<file path="src/rtl/cordic_pkg.sv">
// cordic_pkg: shared Q4.20 angle constants and controller states for cordic_range_wrap.
package cordic_pkg;
    localparam int FRAC = 20;
    localparam logic [23:0] PI      = 24'h3243F7;
    localparam logic [23:0] HALF_PI = 24'h1921FB;
    localparam logic [23:0] TWO_PI  = 24'h6487ED;
    typedef enum logic [2:0] {IDLE, REDUCE, FOLD, LOAD, WAIT, OUT} state_e;
endpackage

</file>
<file path="src/rtl/cordic_quadrant_fold.sv">
// cordic_quadrant_fold: mirrors an angle in [-pi, pi) into [-pi/2, pi/2] and flags
// the cosine negation the mirror implies.
module cordic_quadrant_fold import cordic_pkg::*; #(
    parameter int WIDTH = 24
) (
    input  logic signed [WIDTH-1:0] acc_i,
    output logic signed [WIDTH-1:0] angle_o,
    output logic                    neg_o
);
    localparam logic signed [WIDTH-1:0] PI_W = WIDTH'(PI);
    localparam logic signed [WIDTH-1:0] HP_W = WIDTH'(HALF_PI);
    logic hi, lo;
    assign hi      = acc_i > HP_W;
    assign lo      = acc_i < -HP_W;
    assign neg_o   = hi || lo;
    assign angle_o = hi ? PI_W - acc_i : lo ? -PI_W - acc_i : acc_i;
endmodule

</file>
<file path="src/rtl/cordic_range_wrap.sv">
// cordic_range_wrap: range-reduces and folds angles for cordic_iter, then quadrant-corrects its result.
// Optional watchdog with out_err port: define CORDIC_TIMEOUT_EN.
module cordic_range_wrap import cordic_pkg::*; #(
    parameter int WIDTH   = 24,
    parameter int TIMEOUT = 64
) (
    input  logic             clk,
    input  logic             rst,
    input  logic [WIDTH-1:0] in_angle,
    input  logic             in_valid,
    output logic             in_ready,
    output logic [WIDTH-1:0] cordic_angle,
    output logic             cordic_load,
    input  logic [WIDTH-1:0] cordic_x,
    input  logic [WIDTH-1:0] cordic_y,
    input  logic             cordic_done,
    output logic [WIDTH-1:0] out_sin,
    output logic [WIDTH-1:0] out_cos,
`ifdef CORDIC_TIMEOUT_EN
    output logic             out_err,
`endif
    output logic             out_valid,
    input  logic             out_ready
);
    localparam logic signed [WIDTH-1:0] PI_W     = WIDTH'(PI);
    localparam logic signed [WIDTH:0]   TWO_PI_X = (WIDTH+1)'(TWO_PI);

    state_e state_q, state_d;
    logic signed [WIDTH-1:0] acc_q, acc_d, fold_angle;
    logic [WIDTH-1:0] angle_q, angle_d, sin_q, sin_d, cos_q, cos_d;
    logic neg_q, neg_d, fold_neg, done_prev_q, done_edge;
    logic signed [WIDTH:0] acc_x, sub_x, add_x;

    cordic_quadrant_fold #(.WIDTH(WIDTH)) u_fold (
        .acc_i   (acc_q),
        .angle_o (fold_angle),
        .neg_o   (fold_neg)
    );

    // One guard bit keeps the +/- 2*pi correction from wrapping near +/-8.
    assign acc_x     = {acc_q[WIDTH-1], acc_q};
    assign sub_x     = acc_x - TWO_PI_X;
    assign add_x     = acc_x + TWO_PI_X;
    assign done_edge = cordic_done && !done_prev_q;

    assign in_ready     = state_q == IDLE;
    assign cordic_load  = state_q == LOAD;
    assign out_valid    = state_q == OUT;
    assign cordic_angle = angle_q;
    assign out_sin      = sin_q;
    assign out_cos      = cos_q;

`ifdef CORDIC_TIMEOUT_EN
    localparam int CW = $clog2(TIMEOUT) + 1;
    logic [CW-1:0] cnt_q, cnt_d;
    logic err_q, err_d, expired;
    assign expired = cnt_q == CW'(TIMEOUT - 1);
    assign cnt_d   = state_q == WAIT ? cnt_q + 1'b1 : '0;
    assign out_err = err_q;
`else
    logic unused_timeout;
    assign unused_timeout = TIMEOUT > 0;
`endif

    always_comb begin
        state_d = state_q;
        acc_d   = acc_q;
        neg_d   = neg_q;
        angle_d = angle_q;
        sin_d   = sin_q;
        cos_d   = cos_q;
`ifdef CORDIC_TIMEOUT_EN
        err_d   = err_q;
`endif
        case (state_q)
            IDLE: if (in_valid) begin
                acc_d   = in_angle;
                state_d = REDUCE;
`ifdef CORDIC_TIMEOUT_EN
                err_d   = 1'b0;
`endif
            end
            REDUCE: begin
                acc_d   = acc_q >= PI_W ? sub_x[WIDTH-1:0] : acc_q < -PI_W ? add_x[WIDTH-1:0] : acc_q;
                state_d = acc_q >= PI_W || acc_q < -PI_W ? REDUCE : FOLD;
            end
            FOLD: begin
                acc_d   = fold_angle;
                angle_d = fold_angle;
                neg_d   = fold_neg;
                state_d = LOAD;
            end
            LOAD: state_d = WAIT;
            WAIT: begin
                if (done_edge) begin
                    sin_d   = cordic_y;
                    cos_d   = neg_q ? -cordic_x : cordic_x;
                    state_d = OUT;
                end
`ifdef CORDIC_TIMEOUT_EN
                else if (expired) begin
                    sin_d   = '0;
                    cos_d   = '0;
                    err_d   = 1'b1;
                    state_d = OUT;
                end
`endif
            end
            OUT: state_d = out_ready ? IDLE : OUT;
            default: state_d = IDLE;
        endcase
    end

    always_ff @(posedge clk) begin
        if (!rst) begin
            state_q     <= IDLE;
            acc_q       <= '0;
            neg_q       <= 1'b0;
            angle_q     <= '0;
            sin_q       <= '0;
            cos_q       <= '0;
            done_prev_q <= 1'b0;
`ifdef CORDIC_TIMEOUT_EN
            cnt_q       <= '0;
            err_q       <= 1'b0;
`endif
        end else begin
            state_q     <= state_d;
            acc_q       <= acc_d;
            neg_q       <= neg_d;
            angle_q     <= angle_d;
            sin_q       <= sin_d;
            cos_q       <= cos_d;
            done_prev_q <= cordic_done;
`ifdef CORDIC_TIMEOUT_EN
            cnt_q       <= cnt_d;
            err_q       <= err_d;
`endif
        end
    end
endmodule

</file>
<file path="config.mk">
export PLATFORM = sky130hd
export DESIGN_NAME = cordic_range_wrap
export DESIGN_NICKNAME = d
export VERILOG_FILES = /design/src/rtl/cordic_pkg.sv /design/src/rtl/cordic_quadrant_fold.sv /design/src/rtl/cordic_range_wrap.sv
export SDC_FILE = /design/constraint.sdc
export NUM_CORES = 1
export LEC_CHECK = 0
export CAP_MARGIN = 30
export CORE_MARGIN = 3
export CORE_UTILIZATION = 52
export CTS_CLUSTER_SIZE = 40
export DETAILED_ROUTE_END_ITERATION = 6
export PLACE_DENSITY = 0.86
export SYNTH_ARGS = -nofsm -noshare
export SYNTH_HDL_FRONTEND = slang
export SYNTH_SLANG_ARGS = --single-unit
</file>
<file path="constraint.sdc">
create_clock -name clk -period 5.7 [get_ports clk]
set_input_delay 0.855 -clock clk [delete_from_list [all_inputs] [get_ports clk]]
set_output_delay 0.855 -clock clk [all_outputs]
set_load 0.02 [all_outputs]
</file>
==> results.ini <==
[outcome]
outcome = finished clean

[global_routing]
antenna_found_initial = 0
grt_pass1_wl_um = 33500
grt_pass1_vias = 6470
grt_max_degree = 50
grtUsageTotal = 0.284
grt_use_met2 = 0.447
grt.overflow.total = 0
grt_use_met1 = 0.378
met3_usage = 0.0631
busiest_layer = met2

[cts]
cts_buffers = 9
clockBufferDepth = 2
clock_sinks = 101
cts-resized-gates = 0
cts-htree-levels = 3
worstSkewPairLatency_ns = 0.36
path_clk_slew_ns = 0.08
cts_root_buffer = clkbuf_16
postCtsSetupBuffers = 0
hold_buffers = 0
cts_tree = done

[die]
ios = 152
fp.dieArea_mm2 = 0.0145
die_w_um = 120
core_area_mm2 = 0.0127
die_h_um = 120
rows = 41
start_util = 0.535

[sta]
tns_ns = 0
worst_slew_pin_slew_ns = 0.908
drv_slew = 0
fmax_mhz = 200
fin_worst_skew_ns = 0.0113
setup_ws_ns = 0.708
rsz0062_at_grt = no
setup_viol_count_final = 0
finalCritPeriodShare = 0.876
min_period_ns = 4.99
max_slew_margin = 0.394
final_hold_viol_count = 0

[drt]
drtPass1Iterations = 5
routed_via_density = 6.10
wl_um = 21300
drc = 0
vias = 7185
post_drt_wl_per_cell_um = 18.1
drtIter0Drc = 829
ant_nets = 0

[logic_synthesis]
yosys.area_share.xor_xnor = 0.0682
synth_compound_area_frac = 0.296
ys_seq_elements = 101
ys.flop_type = dfxtp_1
syn_area_mm2 = 0.00681
synth_edf_count = 0
synthCells = 896
avgSynthCellArea_um2 = 7.60
synth_top_family_by_area = compound AO/OA/AOI/OAI gates
synth_fa_ha_area_frac = 0.0581
muxShareOfSynthArea = 0.0105
synth_warnings = 0
synth_seq_area_share = 0.297
yosys.area_share.simple = 0.219
synth.distinct_cells = 76
synthArstFlopShare = 0
synth_fp_nets = 1004

[power]
power.total_uw = 4540
p_per_area_mw_per_mm2 = 523
p_leak_uw = 0.00313
ir_worst_vdd_v = 0.000357

[cells_and_area]
multiInputGateArea_mm2 = 0.00445
fillers = 1088
layout_commonest_cell = clkdlybuf4s50_1
final_cell_mix = clkdlybuf4s50_1, nand2_1, dfxtp_1
drive_above_1_share = 0.0497
diodes = 0
seqCellArea_mm2 = 0.00202
nets = 1109
final_cells = 1178
areaGrowthSynthToFinish_pct = 27.4
final_util = 0.682

[placement]
routabilityCongestion = 0.945
dpl.cell_count = 1161
place_hpwl_um = 15100
preCtsSetupSlack_ns = 0.871
port-buffer-count = 151

[critical_path]
crit_path_start_kind = register
rrSetupSlack_ns = 0.71
path_max_fanout = 16
setup.worst_path.start = acc_q[10]
reg2reg_from = acc_q[10]
endpoint_kind = register
cp.required_ns = 5.99
critical_path_arrival_ns = 5.28
critical_path_class = reg2reg

[hold_path]
hp-start = out_cos[13]
hold_path_class = reg2reg

[job]
max_cap_violations = 0

[power breakdown]
| part | internal [uW] | total [uW] | switching (uW) |
|---|---|---|---|
| sequential | 823 | 1120 | 298 |
| clock | 353 | 667 | 314 |
| combinational | 1140 | 2750 | 1610 |
[cell families after synthesis]
kind of cell	count (synthesis)
simple gates	320
buf+inv	83
mux	7
flops	101
compound gates	301
fa+ha+maj	31
xor+xnor	53
[final timing paths]
| kind | end | cells past startpoint |
|---|---|---|
| setup / recovery | acc_q[22] | 15 |
| hold / removal | out_cos[13] | 2 |
| setup reg to reg | acc_q[22] | 15 |
| hold reg to reg | out_cos[13] | 2 |
[synth_stat cells, drive strengths merged, types with 9 or more instances]
master,instances,area share
ha,30,0.055
a211oi,28,0.031
nor3,17,0.012
a31oi,11,0.011
nand2b,11,0.010
inv,15,0.0083
nor2,71,0.039
dfxtp,101,0.30
xnor2,25,0.032
nor4,11,0.010
nand2,143,0.079
o21a,9,0.0099
xor2,28,0.036
buf,19,0.016
o21ai,56,0.041
a21o,12,0.013
o31ai,12,0.013
nand3,10,0.0073
a21oi,100,0.075
clkbuf,49,0.027
[metrics by stage]
stage	instance area, um2	hold slack (ns)
final	8680	0.453
after global routing	8680	0.474
after CTS	8650	0.456
after detailed placement	8330	0.445
after global placement	8320	0.439
after floorplan	6810	0.497
[final cells by class]
class / instances / share of cell area
multi-input combinational: 712 / 0.512
sequential: 101 / 0.233
timing repair buffer: 162 / 0.187
clock buffer: 9 / 0.0260
tap: 172 / 0.0248
clock inverter: 7 / 0.0108
inverter: 15 / 0.00649
[flip-flops by register name, summed over array words and instances, names as in the netlist]
name          count
done_prev_q       1
state_q           3
acc_q            24
neg_q             1
cordic_angle     24
out_cos          24
out_sin          24
[routing by layer]
layer	share of wire	wire (um)	vias to the layer above
met5	0	0	-
met4	0.037	780	0
met3	0.083	1760	60
met2	0.45	9660	326
met1	0.43	9120	3314
li1	-	-	3485
[worst max-delay path: stages (launching register included)]
cell and delay, ns:
dfxtp_1 0.44, or4_1 0.58, nor3_1 0.30, a41oi_1 0.23, a21oi_2 0.17, buf_4 0.25
inv_1 0.31, ha_1 0.46, a21oi_1 0.25, a21oi_1 0.12, a2111oi_0 0.51, a21oi_1 0.29
o311ai_1 0.51, and3_1 0.23, o21ai_0 0.09, a41oi_1 0.18
No activity file was read; power rests on OpenSTA's default activity.
